<file path="src/rtl/lsu_mem_master.sv">
// Load/store master: turns EXU requests into one word-aligned pmem access, extends load data.
// Latency from acceptance: error 1 cycle, store 2 cycles, load 2+MEM_LAT cycles to resp_valid.
// Backpressure: one transaction in flight; req_ready only in IDLE, RESP holds until resp_ready.
module lsu_mem_master #(
  parameter int MEM_LAT = 1
) (
  input  logic        clk,
  input  logic        rst_n,
  input  logic        req_valid,
  output logic        req_ready,
  input  logic        req_wen,
  input  logic [31:0] req_addr,
  input  logic [31:0] req_wdata,
  input  logic [1:0]  req_size,
  input  logic        req_sext,
  output logic        resp_valid,
  input  logic        resp_ready,
  output logic [31:0] resp_rdata,
  output logic        resp_err,
  output logic        mem_valid,
  output logic [31:0] mem_raddr,
  input  logic [31:0] mem_rdata,
  output logic        mem_wen,
  output logic [31:0] mem_waddr,
  output logic [31:0] mem_wdata,
  output logic [7:0]  mem_wmask
);

  typedef enum logic [1:0] {IDLE, REQ, WAIT, RESP} state_t;

  state_t      state_q, state_d;
  logic [2:0]  cnt_q, cnt_d;
  logic        wen_q, wen_d;
  logic [1:0]  off_q, off_d;
  logic [1:0]  size_q, size_d;
  logic        sext_q, sext_d;
  logic [31:0] rdata_q, rdata_d;
  logic        err_q, err_d;
  logic        req_ready_q, req_ready_d;
  logic        resp_valid_q, resp_valid_d;
  logic        mem_valid_q, mem_valid_d;
  logic        mem_wen_q, mem_wen_d;
  logic [31:0] mem_addr_q, mem_addr_d;
  logic [31:0] mem_wdata_q, mem_wdata_d;
  logic [7:0]  mem_wmask_q, mem_wmask_d;

  logic        req_bad;
  logic [3:0]  base;
  logic [3:0]  lane_mask;
  logic [31:0] sh;
  logic [31:0] load_ext;

  // Request legality and store lane mask, decoded straight from the incoming request.
  always_comb begin
    req_bad = (req_size == 2'b11) ||
              (req_size == 2'b01 && req_addr[0]) ||
              (req_size == 2'b10 && req_addr[1:0] != 2'b00);
    case (req_size)
      2'b00:   base = 4'b0001;
      2'b01:   base = 4'b0011;
      default: base = 4'b1111;
    endcase
    lane_mask = base << req_addr[1:0];
  end

  // Load data: shift the addressed lane down, then sign/zero extend by size.
  always_comb begin
    sh = mem_rdata >> {off_q, 3'b000};
    case (size_q)
      2'b00:   load_ext = sext_q ? {{24{sh[7]}}, sh[7:0]}   : {24'b0, sh[7:0]};
      2'b01:   load_ext = sext_q ? {{16{sh[15]}}, sh[15:0]} : {16'b0, sh[15:0]};
      default: load_ext = sh;
    endcase
  end

  // Next-state logic; memory outputs are computed one cycle ahead so they come out of flops in REQ.
  always_comb begin
    state_d     = state_q;
    cnt_d       = cnt_q;
    wen_d       = wen_q;
    off_d       = off_q;
    size_d      = size_q;
    sext_d      = sext_q;
    rdata_d     = rdata_q;
    err_d       = err_q;
    mem_addr_d  = mem_addr_q;
    mem_valid_d = 1'b0;
    mem_wen_d   = 1'b0;
    mem_wdata_d = 32'h0;
    mem_wmask_d = 8'h0;
    case (state_q)
      IDLE: begin
        if (req_valid) begin
          wen_d   = req_wen;
          off_d   = req_addr[1:0];
          size_d  = req_size;
          sext_d  = req_sext;
          rdata_d = 32'h0;
          err_d   = req_bad;
          if (req_bad) begin
            state_d = RESP;
          end else begin
            state_d     = REQ;
            mem_valid_d = 1'b1;
            mem_wen_d   = req_wen;
            mem_addr_d  = {req_addr[31:2], 2'b00};
            if (req_wen) begin
              mem_wdata_d = req_wdata << {req_addr[1:0], 3'b000};
              mem_wmask_d = {4'b0000, lane_mask};
            end
          end
        end
      end
      REQ: begin
        if (wen_q) begin
          state_d = RESP;
        end else begin
          state_d = WAIT;
          cnt_d   = 3'(MEM_LAT - 1);
        end
      end
      WAIT: begin
        if (cnt_q == 3'd0) begin
          rdata_d = load_ext;
          state_d = RESP;
        end else begin
          cnt_d = cnt_q - 3'd1;
        end
      end
      RESP: begin
        if (resp_ready) state_d = IDLE;
      end
      default: state_d = IDLE;
    endcase
    req_ready_d  = (state_d == IDLE);
    resp_valid_d = (state_d == RESP);
  end

  // State, latched request fields and registered outputs; reset clears everything but req_ready.
  always_ff @(posedge clk or negedge rst_n) begin
    if (!rst_n) begin
      state_q      <= IDLE;
      cnt_q        <= 3'd0;
      wen_q        <= 1'b0;
      off_q        <= 2'b00;
      size_q       <= 2'b00;
      sext_q       <= 1'b0;
      rdata_q      <= 32'h0;
      err_q        <= 1'b0;
      req_ready_q  <= 1'b1;
      resp_valid_q <= 1'b0;
      mem_valid_q  <= 1'b0;
      mem_wen_q    <= 1'b0;
      mem_addr_q   <= 32'h0;
      mem_wdata_q  <= 32'h0;
      mem_wmask_q  <= 8'h0;
    end else begin
      state_q      <= state_d;
      cnt_q        <= cnt_d;
      wen_q        <= wen_d;
      off_q        <= off_d;
      size_q       <= size_d;
      sext_q       <= sext_d;
      rdata_q      <= rdata_d;
      err_q        <= err_d;
      req_ready_q  <= req_ready_d;
      resp_valid_q <= resp_valid_d;
      mem_valid_q  <= mem_valid_d;
      mem_wen_q    <= mem_wen_d;
      mem_addr_q   <= mem_addr_d;
      mem_wdata_q  <= mem_wdata_d;
      mem_wmask_q  <= mem_wmask_d;
    end
  end

  assign req_ready  = req_ready_q;
  assign resp_valid = resp_valid_q;
  assign resp_rdata = rdata_q;
  assign resp_err   = err_q;
  assign mem_valid  = mem_valid_q;
  assign mem_wen    = mem_wen_q;
  assign mem_raddr  = mem_addr_q;
  assign mem_waddr  = mem_addr_q;
  assign mem_wdata  = mem_wdata_q;
  assign mem_wmask  = mem_wmask_q;

endmodule

</file>
<file path="config.mk">
export PLATFORM = sky130hd
export DESIGN_NAME = lsu_mem_master
export DESIGN_NICKNAME = d
export VERILOG_FILES = /design/src/rtl/lsu_mem_master.sv
export SDC_FILE = /design/constraint.sdc
export NUM_CORES = 1
export LEC_CHECK = 0
export BUFFER_PORTS_ARGS = -buffer_cell sky130_fd_sc_hd__buf_2
export CORE_AREA = 2 2 120 122
export DETAILED_ROUTE_END_ITERATION = 10
export DIE_AREA = 0 0 122 124
export HOLD_SLACK_MARGIN = 0.03
export PLACE_DENSITY = 0.76
export SYNTH_ARGS = -nofsm -noshare
export SYNTH_HDL_FRONTEND = slang
export SYNTH_SLANG_ARGS = --single-unit
export TNS_END_PERCENT = 30
</file>
<file path="constraint.sdc">
create_clock -name clk -period 1.7 [get_ports clk]
set_input_delay 0.17 -clock clk [delete_from_list [all_inputs] [get_ports clk]]
set_output_delay 0.17 -clock clk [all_outputs]
set_load 0.05 [all_outputs]
</file>
==> flow_summary.json <==
{
  "finalCritPeriodShare_pct": 98.8,
  "syn2layout_area_growth_pct": 44.2,
  "dp_hpwl_mm": 10.1,
  "die_area_um2": 15100,
  "power-per-cell-area_nw_per_um2": 2000,
  "drv_slew": 0,
  "fmax_mhz": 595,
  "n_fill_cell": 1140,
  "synth-seq-cells": 114,
  "finalSetupViolations": 0,
  "final_area_um2": 7840,
  "yosysSeqAreaShare_pct": 52.5,
  "place_ws_ps": -149,
  "worst-setup-path-type": "flop to flop",
  "grt_pass1_wl_mm": 21.9,
  "p_leak_nw": 4.06,
  "synth_cell_types": 48,
  "worstHoldPathType": "input pin to flop",
  "wl_per_cell_um": 15.1,
  "grt_start_max_net_pins": 40,
  "io_pins": 245,
  "netlist.area_leader.share_pct": 52.0,
  "gp_congestion": 0.909,
  "rsz0062_at_grt": "true",
  "post-synth-top-area-cell": "dfrtp_1",
  "stdcell_count": 938,
  "io_buffers": 236,
  "yosys_warnings": 0,
  "synth-edff-count": 0,
  "synth_area_leaders": "dfrtp_1, mux2_1, mux2i_1",
  "total_power_mw": 15.6,
  "synthArstFlopShare_pct": 100,
  "cp_data_required_time_ps": 1980,
  "worstReg2RegStart": "cnt_q[1]",
  "power.switching_mw": 7.35,
  "first_pass_iters": 4,
  "finalNetCount": 852,
  "synth_area_um2": 5440,
  "placed_cell_area_um2": 6710,
  "die_w_um": 122,
  "min_period_ps": 1680,
  "critPathLaunchType": "flop",
  "utilization_pct": 57.1,
  "grt_overflow_total": 0,
  "grt_pass1_vias": 4502,
  "final-hold-violation-count": 0,
  "detail-route-antenna-nets": 0,
  "start_util_pct": 39.6,
  "viasPerCell": 4.88,
  "die_h_um": 124,
  "cp.arrival_ps": 1960,
  "core-area_um2": 13700,
  "wl_mm": 14.1,
  "yosysMostFrequentCell": "dfrtp_1",
  "setup_slack_ps": 20.7,
  "skew_ps": 7.21,
  "clockBufferDepth": 2,
  "vias": 4578,
  "drt_iter0_markers": 221,
  "ctsRootBufferMaster": "clkbuf_16",
  "outcome": "finished clean",
  "clock_latency_ps": 400,
  "synth_area_per_cell_um2": 11.4,
  "syn_inst": 478,
  "clk_pin_slew_worst_paths_ps": 50,
  "p_int_mw": 8.29,
  "path_max_fanout": 24,
  "rows": 43,
  "cap_violations": 0,
  "antenna_found_initial": 2,
  "numClockSinks": 114,
  "ys_top_cells_by_count": "dfrtp_1, buf_4, mux2_1",
  "cts_buffers": 17,
  "share_seq_of_total_power_pct": 26.1,
  "p_comb_share_pct": 51.1,
  "placedCellCount": 857,
  "grt_usage_pct": 18.8,
  "setup_tns_ps": 0,
  "layout-drive-gt1-share_pct": 42.2,
  "drc": 0,
  "synth_ff_type": "dfrtp_1",
  "cts_tree": "done",
  "htree_num_levels": 4,
  "pwr-share-clk_pct": 22.9,
  "whs_ps": 47.2,
  "swShare_pct": 47.0,
  "peakVddDrop_v": 0.00111,
  "min_from": "mem_rdata[27]",
  "cp-end-kind": "flop",
  "critPathLaunch": "cnt_q[1]"
}
## sequential cells by signal (all words and copies together), names as in the netlist, 2 cells and up
signal      flops
size_q          2
mem_raddr      30
mem_wdata      32
mem_wmask       4
state_q         2
resp_rdata     32
off_q           2
cnt_q           3
## worst paths after layout
check,slack (ps),depth (start not counted),endpoint
setup / recovery,20,7,resp_rdata[20]
min in group asynchronous,180,2,resp_rdata[22]
setup reg to reg,20,7,resp_rdata[20]
hold reg to reg,480,2,resp_err
hold / removal,50,2,resp_rdata[27]
max in group asynchronous,940,3,mem_wdata[5]
## placed cells by master, fill, tap and decap left out, types with 14 or more instances in the layout
| cell type | instances |
|---|---|
| a211oi_1 | 14 |
| a21oi_1 | 34 |
| a221o_1 | 16 |
| buf_2 | 235 |
| buf_4 | 30 |
| clkbuf_16 | 17 |
| dfrtp_1 | 112 |
| dlygate4sd3_1 | 44 |
| mux2_1 | 38 |
| mux2i_1 | 33 |
| nand2_1 | 27 |
| nor2_1 | 29 |
| o21ai_0 | 14 |
## layout make-up
type	count	area (µm²)	share of cell area, %
Sequential cell	114	2860	36.4
Multi-Input combinational cell	294	2180	27.8
Inverter	4	15.0	0.192
Tap cell	180	225	2.87
Timing Repair Buffer	315	1950	24.9
Clock buffer	24	502	6.40
Antenna cell	2	5.00	0.0639
Clock inverter	5	100	1.28
## power groups by stage
| stage | clock network, mW | registers [mW] | logic [mW] |
|---|---|---|---|
| 6_report | 3.58 | 4.08 | 7.99 |
| 5_1_grt | 3.82 | 4.19 | 8.45 |
| 4_1_cts | 3.66 | 4.06 | 7.93 |
| 3_5_place_dp | 0 | 4.10 | 7.77 |
| 3_3_place_gp | 0 | 4.08 | 7.69 |
| 2_1_floorplan | 0 | 6.43 | 3.99 |
## cells by family (layout without fill, tap and decap cells)
| logic type | Yosys count | in the layout | share of synthesized area [%] |
|---|---|---|---|
| other cells | 1 | 10 | 0.0690 |
| fa+ha+maj | 2 | 2 | 0.460 |
| mux | 73 | 73 | 14.6 |
| buf+inv | 77 | 348 | 8.79 |
| compound gates | 106 | 106 | 13.1 |
| simple gates | 105 | 105 | 10.5 |
| flops | 114 | 114 | 52.5 |
## critical path, cell delays in order (launching register included)
cell and delay (ps):
dfrtp_1 380, inv_2 80, ha_4 130, nor4bb_4 200, buf_4 180, nor2_2 50
buf_12 170, a221o_1 360
## layer usage
layer  up-vias  global-route usage (%)  part of all wire (%)
li1       2199                       -                     -
met1      2186                    21.6                    40
met2       172                    32.9                    51
met3        21                    5.04                   6.9
met4         0                    8.69                   1.9
met5         -                       0                     0
## repair_timing
action | CTS | global route
pin swaps | 4 | 5
hold buffers | 44 | 0
gates resized for setup | 1 | 7
hold endpoints to repair | 162 | 0
setup endpoints to repair | 24 | 45
setup buffers | 4 | 3
Note: power is estimated with default switching activity, not from simulation.
